[src/rtl/instruction_fetch_unit_if.sv]
// Fetch-to-memory and fetch-to-decode signal bundle; master is the fetch unit,
// slave is the memory/decode side. No latency of its own; stall is the decode backpressure.
interface instruction_fetch_unit_if #(
  parameter int ADDR_W = 8,
  parameter int DATA_W = 32
);
  logic [ADDR_W-1:0] imem_addr;
  logic [DATA_W-1:0] imem_instr;
  logic              stall;
  logic              redirect_valid;
  logic [ADDR_W-1:0] redirect_addr;
  logic              instr_valid;
  logic [DATA_W-1:0] instr;
  logic [ADDR_W-1:0] instr_pc;

  modport master (
    output imem_addr, instr_valid, instr, instr_pc,
    input  imem_instr, stall, redirect_valid, redirect_addr
  );

  modport slave (
    input  imem_addr, instr_valid, instr, instr_pc,
    output imem_instr, stall, redirect_valid, redirect_addr
  );
endinterface

[src/rtl/instruction_fetch_unit.sv]
// PC owner + one-cycle imem latency tracker + skid FIFO; first instr valid two edges after issue.
// Stall holds the FIFO head; issue throttles so every in-flight word always has a free slot.
module instruction_fetch_unit #(
  parameter int ADDR_W   = 8,
  parameter int DATA_W   = 32,
  parameter int DEPTH    = 2,
  parameter int RESET_PC = 0
) (
  input  logic                    clk,
  input  logic                    reset,
  instruction_fetch_unit_if.master bus
);
  localparam int CNT_W = $clog2(DEPTH + 1);

  typedef struct packed {
    logic [ADDR_W-1:0] pc;
    logic [DATA_W-1:0] instr;
  } entry_t;

  logic [ADDR_W-1:0] fetch_pc;
  logic [ADDR_W-1:0] inflight_pc;
  logic              inflight_valid;
  logic [CNT_W-1:0]  count;
  logic [CNT_W-1:0]  count_d;
  entry_t            fifo_q [DEPTH];
  entry_t            fifo_d [DEPTH];

  logic              head_valid;
  logic              pop_req;
  logic              pop;
  logic              push;
  logic              issue;
  logic [CNT_W:0]    occupancy;

  assign head_valid = (count != '0);
  assign pop_req    = head_valid & ~bus.stall;
  assign pop        = pop_req & ~bus.redirect_valid;
  assign push       = inflight_valid & ~bus.redirect_valid;

  // Slots committed after this edge: what stays in the FIFO plus the word now returning.
  assign occupancy = {1'b0, count} - (CNT_W + 1)'(pop_req) + (CNT_W + 1)'(inflight_valid);
  assign issue     = ~bus.redirect_valid & (occupancy < (CNT_W + 1)'(DEPTH));

  always_comb begin
    fifo_d  = fifo_q;
    count_d = count;
    if (pop) begin
      for (int i = 0; i < DEPTH - 1; i++) begin
        fifo_d[i] = fifo_q[i + 1];
      end
      count_d = count - CNT_W'(1);
    end
    if (push && (count_d < CNT_W'(DEPTH))) begin
      for (int i = 0; i < DEPTH; i++) begin
        if (i == int'(count_d)) begin
          fifo_d[i] = '{pc: inflight_pc, instr: bus.imem_instr};
        end
      end
      count_d = count_d + CNT_W'(1);
    end
  end

  always_ff @(posedge clk) begin
    if (reset) begin
      fetch_pc       <= ADDR_W'(RESET_PC);
      inflight_pc    <= '0;
      inflight_valid <= 1'b0;
      count          <= '0;
      for (int i = 0; i < DEPTH; i++) begin
        fifo_q[i] <= '0;
      end
    end else if (bus.redirect_valid) begin
      // The word returning this edge belongs to the abandoned path and is dropped.
      fetch_pc       <= bus.redirect_addr;
      inflight_valid <= 1'b0;
      count          <= '0;
    end else begin
      fifo_q         <= fifo_d;
      count          <= count_d;
      inflight_valid <= issue;
      if (issue) begin
        inflight_pc <= fetch_pc;
        fetch_pc    <= fetch_pc + ADDR_W'(1);
      end
    end
  end

  assign bus.imem_addr   = fetch_pc;
  assign bus.instr_valid = head_valid;
  assign bus.instr       = fifo_q[0].instr;
  assign bus.instr_pc    = fifo_q[0].pc;

  no_overflow: assert property (@(posedge clk) disable iff (reset)
    !(push && !pop && (count == CNT_W'(DEPTH))));
endmodule

[src/flat_wrapper.sv]
// flat-port wrapper written by rule: the top's interface ports become plain ports
module instruction_fetch_unit_flat 
#(
  parameter int ADDR_W   = 8,
  parameter int DATA_W   = 32,
  parameter int DEPTH    = 2,
  parameter int RESET_PC = 0
)
  (clk, reset, bus_imem_addr, bus_instr_valid, bus_instr, bus_instr_pc, bus_imem_instr, bus_stall, bus_redirect_valid, bus_redirect_addr);
  instruction_fetch_unit_if #(.ADDR_W(ADDR_W), .DATA_W(DATA_W)) bus_i ();
  input  logic clk;
  input  logic reset;
  output wire logic [$bits(bus_i.imem_addr)-1:0] bus_imem_addr;
  output wire logic [$bits(bus_i.instr_valid)-1:0] bus_instr_valid;
  output wire logic [$bits(bus_i.instr)-1:0] bus_instr;
  output wire logic [$bits(bus_i.instr_pc)-1:0] bus_instr_pc;
  input wire logic [$bits(bus_i.imem_instr)-1:0] bus_imem_instr;
  input wire logic [$bits(bus_i.stall)-1:0] bus_stall;
  input wire logic [$bits(bus_i.redirect_valid)-1:0] bus_redirect_valid;
  input wire logic [$bits(bus_i.redirect_addr)-1:0] bus_redirect_addr;
  assign bus_imem_addr = bus_i.imem_addr;
  assign bus_instr_valid = bus_i.instr_valid;
  assign bus_instr = bus_i.instr;
  assign bus_instr_pc = bus_i.instr_pc;
  assign bus_i.imem_instr = bus_imem_instr;
  assign bus_i.stall = bus_stall;
  assign bus_i.redirect_valid = bus_redirect_valid;
  assign bus_i.redirect_addr = bus_redirect_addr;
  instruction_fetch_unit #(.ADDR_W(ADDR_W), .DATA_W(DATA_W), .DEPTH(DEPTH), .RESET_PC(RESET_PC)) u_core (.clk(clk), .reset(reset), .bus(bus_i));
endmodule
[config.mk]
export PLATFORM = sky130hd
export DESIGN_NAME = instruction_fetch_unit_flat
export DESIGN_NICKNAME = d
export VERILOG_FILES = /design/src/rtl/instruction_fetch_unit_if.sv /design/src/rtl/instruction_fetch_unit.sv /design/src/flat_wrapper.sv
export SDC_FILE = /design/constraint.sdc
export NUM_CORES = 1
export LEC_CHECK = 0
export ABC_AREA = 1
export CAP_MARGIN = 20
export CELL_PAD_IN_SITES_DETAIL_PLACEMENT = 2
export CELL_PAD_IN_SITES_GLOBAL_PLACEMENT = 2
export CORE_ASPECT_RATIO = 0.8
export CORE_MARGIN = 4
export CORE_UTILIZATION = 26
export DETAILED_ROUTE_END_ITERATION = 7
export GPL_TIMING_DRIVEN = 0
export HOLD_SLACK_MARGIN = 0.1
export PLACE_DENSITY = 0.74
export SETUP_SLACK_MARGIN = 0.2
export SLEW_MARGIN = 40
export SYNTH_ARGS = -nofsm -noshare
export SYNTH_HDL_FRONTEND = slang
export SYNTH_SLANG_ARGS = --single-unit
[constraint.sdc]
create_clock -name clk -period 2.58 [get_ports clk]
set_input_delay 0.516 -clock clk [delete_from_list [all_inputs] [get_ports clk]]
set_output_delay 0.516 -clock clk [all_outputs]
set_load 0.02 [all_outputs]
== Word-level counts from Yosys, hierarchy flattened ==
Cells that the tools add are included.

* Flip-flop bits (word level): 99
* Bits of input ports: 44
* Output and inout bits: 49
* Word-level logic and storage cells: 37

* Add/sub/neg operators: 5
* $lt $le $gt $ge: 2
* Equality and inequality tests: 1
* Muxes and demuxes: 8
* Bitwise gates (word level): 6
* Reduce and logical (&&, ||, !) cells: 7

{| class="wikitable"
|+ Operators with widths
! operator !! count
|-
| 2-to-1 mux 40 bit || 3
|-
| 2-to-1 mux 80 bit || 1
|-
| 2-to-1 mux 8 bit || 2
|-
| adder 8 x 1 -> 8 bit (second input constant) || 1
|-
| AND 1 bit || 4
|-
| 2-to-1 mux 2 bit || 2
|-
| nonzero test 2 bit || 2
|-
| adder 3 x 1 -> 3 bit || 1
|-
| less-than comparator 3 x 2 -> 1 bit (second input constant) || 1
|-
| AND reduction 3 bit || 1
|-
| subtractor 2 x 1 -> 3 bit || 1
|-
| adder 2 x 1 -> 2 bit (second input constant) || 1
|-
| == test 2 bit (first input constant) || 1
|-
| zero test 2 bit || 1
|-
| less-than comparator 2 bit (second input constant) || 1
|-
| inverter 1 bit || 2
|-
| AND reduction 2 bit || 1
|-
| OR reduction 2 bit || 1
|-
| subtractor 2 x 1 -> 2 bit (second input constant) || 1
|-
| logical AND 1 bit || 1
|}

== Logic depth before layout (Yosys ltp) ==
* Depth after elaboration: 8
* Gate-level depth with buffers: 15
* Gate-level depth less buffers: 14

== Worst setup path after synthesis ==
OpenSTA, ideal clock, no wires.

* Path type: register to register
* Start point: register u_core.count[1]
* End point: register u_core.inflight_pc[6]
* Setup time: 0.070 ns
* Data arrival time: 2.501 ns
* Data required time: 2.510 ns
* Setup slack: 0.009 ns
* Stages on the path, launching flop included: 12
* Buffers on the path: 1
* Period minus slack after synthesis: 2.571 ns
* Cell sequence: dfxtp_1 -> inv_1 -> ha_1 -> nor2_4 -> ha_1 -> or2_2 -> fa_1 -> nand3_1 -> nor2_1 -> buf_2 -> o21ai_0 -> a21oi_1

* Cells in the longest elaborated chain, start to end: 7

{| class="wikitable"
|+ Ends and longest elaborated chain
! what !! line !! source
|-
| from (decl) || instruction_fetch_unit.sv:23 || <nowiki>logic [CNT_W-1:0] count;</nowiki>
|-
| from (signal assigned) || instruction_fetch_unit.sv:79 || <nowiki>count <= count_d;</nowiki>
|-
| nonzero test 2 bit || instruction_fetch_unit.sv:35 || <nowiki>assign head_valid = (count != '0);</nowiki>
|-
| AND 1 bit || instruction_fetch_unit.sv:36 || <nowiki>assign pop_req = head_valid & ~bus.stall;</nowiki>
|-
| subtractor 2 x 1 -> 3 bit * || instruction_fetch_unit.sv:41 || <nowiki>assign occupancy = {1'b0, count} - (CNT_W + 1)'(pop_req) + (CNT_W + 1)'(inflight_valid);</nowiki>
|-
| adder 3 x 1 -> 3 bit * || instruction_fetch_unit.sv:41 ||
|-
| less-than comparator 3 x 2 -> 1 bit * || instruction_fetch_unit.sv:42 || <nowiki>assign issue = ~bus.redirect_valid & (occupancy < (CNT_W + 1)'(DEPTH));</nowiki>
|-
| AND 1 bit * || instruction_fetch_unit.sv:42 ||
|-
| AND reduction 2 bit (no line) * || n/a ||
|-
| to (signal assigned) || instruction_fetch_unit.sv:82 || <nowiki>inflight_pc <= fetch_pc;</nowiki>
|-
| to (decl) || instruction_fetch_unit.sv:21 || <nowiki>logic [ADDR_W-1:0] inflight_pc;</nowiki>
|}

Mark *: on every way between the ends. The rest lies on a longest branch, timed or not.
A chain may end at the register's enable or synchronous reset.

== Worst setup path after layout ==
Ends and elaborated chain as after synthesis.

==> implementation parameters <==
Parameter                              Value

Run status
  Run status ... finished clean

Timing
  Slew at the pin closest to its max-slew limit ... 0.728 ns
  Number of hold-slack violations in the final timing report ... 0
  Slew margin rel. ... roughly 51%
  Minimum period implied by the final worst setup slack ... approximately 2.4 ns
  RSZ-0062 raised after global routing ... true
  Worst Hold Margin ... 0.517 ns
  Crit share post-route ... 93.6%
  Final setup violating endpoints ... 0
  Clock skew after layout ... 0.00574 ns
  Maximum operating frequency ... around 0.41 GHz
  Final sum of negative setup slack ... 0 ns
  Pins Over Slew Limit ... 0

Floorplan
  Std-Cell Rows ... 47
  Ports ... 93
  Core region area ... roughly 21,000 um2
  Starting Density ... 26.6%
  Die area ... around 24,000 um2
  Die height ... 139 um
  DIE WIDTH ... 171 um

Power
  Final total power ... around 3.9 mW
  Peak supply drop ... ~250 uV
  Power density over the cells ... about 520 nW/um2
  LEAKAGE ... ~3.4 nW

Clock network
  CTS clock-pin slew for the worst setup and hold paths ... 0.07 ns
  Max Root-Sink Buffers ... 2
  Clock insertion delay at the later pin of the skew report ... 0.36 ns
  Number of clock buffers inserted by TritonCTS ... 9
  Hold-fix buffer count after cts ... 0
  H-tree depth ... 3
  TritonCTS Sinks ... 99
  Cell chosen for the clock root ... sky130_fd_sc_hd__clkbuf_16
  TritonCTS clock tree ... built

Worst setup path
  Critical Path Fanout Max ... 7
  Type of the setup path with the least slack ... flop to flop
  CP required ... 2.87 ns
  Kind of launch point of the worst setup path ... flop
  Path depth of the worst reg2reg path ... 11
  Setup slack of the worst register-to-register path ... roughly 0.17 ns
  Data arrival at the endpoint of the critical path ... approximately 2.7 ns
  Endpoint type of the worst setup path ... flop

Detailed routing
  Remaining design rule violation count ... 0
  Initial DRC Count ... between 150 and 200
  Detailed-route wire length ... between 15 and 20 mm
  Vias/cell ... 4.56
  Via count ... 5,831
  First-pass iteration count of the detailed router ... 4
  Antenna Nets Post-Route ... 0
  Routed wire length per instance ... between 15 and 20 um

Global routing
  Total overflow reported by the global router ... 0
  Number of global-route vias before repair ... slightly above 6,000
  First-pass GRT wire length ... 31.9 mm
  Total global routing track utilization ... about 17%
  Number of antenna violations at the first check in global routing ... 0
  Largest net degree at the start of global routing ... 17

Job
  Count of max-cap constraint violations ... 0

Place
  Post-detailed-placement half-perimeter wirelength ... ~14 mm
  Final RePlAce weighted congestion ... 0.733
  Number of port buffers ... between 90 and 100

Synth
  Warning count from the yosys run ... 0
  Flop and latch count out of synthesis ... just under 100
  Fraction of the yosys area taken by sequential cells ... a little over a third
  Cell area after synthesis ... 5550 um2
  Net Count, Synth ... between 900 and 1,000
  Number of distinct standard cells referenced by the synthesized netlist ... 23
  Synth Instances ... 890
  Mean area per synthesized cell ... between 6 and 7 um2

Finish
  Most common library cell in the layout ignoring fill and taps ... sky130_fd_sc_hd__nand2_1
  Growth of design area from synthesis to finish ... 34.8%
  Final #Nets ... 1,056
  Final antenna diode count ... 0
  Share of final-layout standard cells stronger than drive strength 1 ... 12.9%
  Commonest cells after routing, fill and taps aside ... 234 x sky130_fd_sc_hd__nand2_1, 172 x sky130_fd_sc_hd__inv_1, 103 x sky130_fd_sc_hd__nor2_1, 97 x sky130_fd_sc_hd__dfxtp_1, 90 x sky130_fd_sc_hd__clkdlybuf4s50_1

Worst hold path
  Hold Path Stages ... 2
  Path class of the lowest-slack min-delay path ... flop to flop
==> critical path, stage by stage, from the launching register on <==
cell	delay, ns
sky130_fd_sc_hd__dfxtp_4	0.36
sky130_fd_sc_hd__inv_4	0.04
sky130_fd_sc_hd__ha_4	0.16
sky130_fd_sc_hd__nor2_4	0.13
sky130_fd_sc_hd__ha_4	0.21
sky130_fd_sc_hd__or2_4	0.22
sky130_fd_sc_hd__fa_2	0.55
sky130_fd_sc_hd__nand3_4	0.14
sky130_fd_sc_hd__nor2_4	0.19
sky130_fd_sc_hd__buf_6	0.16
sky130_fd_sc_hd__o21ai_2	0.05
sky130_fd_sc_hd__a21oi_1	0.13
==> cells in the mapped netlist <==
cell type | number | share of area, %
sky130_fd_sc_hd__nor2_4 | 1 | 0.20
sky130_fd_sc_hd__a21oi_1 | 7 | 0.63
sky130_fd_sc_hd__clkbuf_1 | 28 | 1.9
sky130_fd_sc_hd__o31ai_1 | 1 | 0.14
sky130_fd_sc_hd__xor2_1 | 2 | 0.32
sky130_fd_sc_hd__nand3_1 | 16 | 1.4
sky130_fd_sc_hd__buf_1 | 6 | 0.41
sky130_fd_sc_hd__clkinv_1 | 1 | 0.068
sky130_fd_sc_hd__nand4_1 | 82 | 9.2
sky130_fd_sc_hd__fa_1 | 1 | 0.36
sky130_fd_sc_hd__nand3_2 | 1 | 0.18
sky130_fd_sc_hd__buf_2 | 20 | 1.8
sky130_fd_sc_hd__nand2_1 | 238 | 16
sky130_fd_sc_hd__buf_4 | 41 | 5.5
sky130_fd_sc_hd__ha_1 | 5 | 1.1
sky130_fd_sc_hd__nor2_1 | 104 | 7.0
sky130_fd_sc_hd__o21ai_0 | 54 | 4.9
sky130_fd_sc_hd__inv_2 | 1 | 0.068
sky130_fd_sc_hd__dfxtp_1 | 99 | 36
sky130_fd_sc_hd__inv_1 | 176 | 12
sky130_fd_sc_hd__buf_6 | 3 | 0.61
sky130_fd_sc_hd__or2_2 | 2 | 0.23
sky130_fd_sc_hd__nor3_1 | 1 | 0.090
==> where the power goes <==
| part | internal, mW | switching, mW |
|---|---|---|
| sequential | 1.59 | 0.0462 |
| combinational | 0.327 | 0.388 |
| clock | 0.850 | 0.655 |
==> per-layer routing <==
layer	vias up	track usage [%]	routed length [um]
met5	-	0	0
li1	2900	-	-
met3	14	2.79	698
met4	0	3.54	199
met1	2824	23.1	9670
met2	93	27.8	9120
==> worst paths after layout <==
| check | from | endpoint |
|---|---|---|
| hold reg to reg | u_core.inflight_pc[3] | u_core.inflight_pc[3] |
| hold / removal | u_core.inflight_pc[3] | u_core.inflight_pc[3] |
| setup reg to reg | u_core.count[1] | u_core.inflight_pc[6] |
| setup / recovery | u_core.count[1] | u_core.inflight_pc[6] |
==> timing repair <==
action                     in CTS  in global routing
cloned                          1                  1
buffers inserted                7                  4
setup endpoints to repair      97                 96
gates resized for setup        53                 33
pin swaps                       7                 15
==> stage by stage <==
stage | area [um2] | worst slack [ns] | instances | utilization (%)
final | 7480 | 0.165 | 1280 | 35.9
after global routing | 7480 | 0.0352 | 1280 | 35.9
after CTS | 7330 | 0.143 | 1275 | 35.2
after detailed placement | 6820 | -0.774 | 1251 | 32.8
after global placement | 6820 | -0.773 | 1251 | 32.8
after floorplan | 5570 | 0.211 | 890 | -
==> flip-flops by register name (all words and copies together), names as in the netlist <==
| register | cells |
|---|---|
| u_core.bus.imem_addr | 8 |
| u_core.bus.instr | 32 |
| u_core.bus.instr_pc | 8 |
| u_core.count | 2 |
| u_core.fifo_q | 40 |
| u_core.inflight_pc | 8 |
| u_core.inflight_valid | 1 |
==> area by class of cell <==
type	count	area [um2]
inverter	178	671
fill	2546	13300
timing repair buffer	105	1040
buffer	98	687
tap	269	337
sequential	99	1990
multi-input combinational	515	2440
clock buffer	9	225
clock inverter	7	91.3
==> cell families after synthesis <==
logic type      synth area share (%)
compound gates                  5.64
fa+ha+maj                       1.49
xor+xnor                       0.316
buf+inv                         22.3
simple gates                    34.5
flops                           35.7
Note: power is estimated with default switching activity, not from simulation.
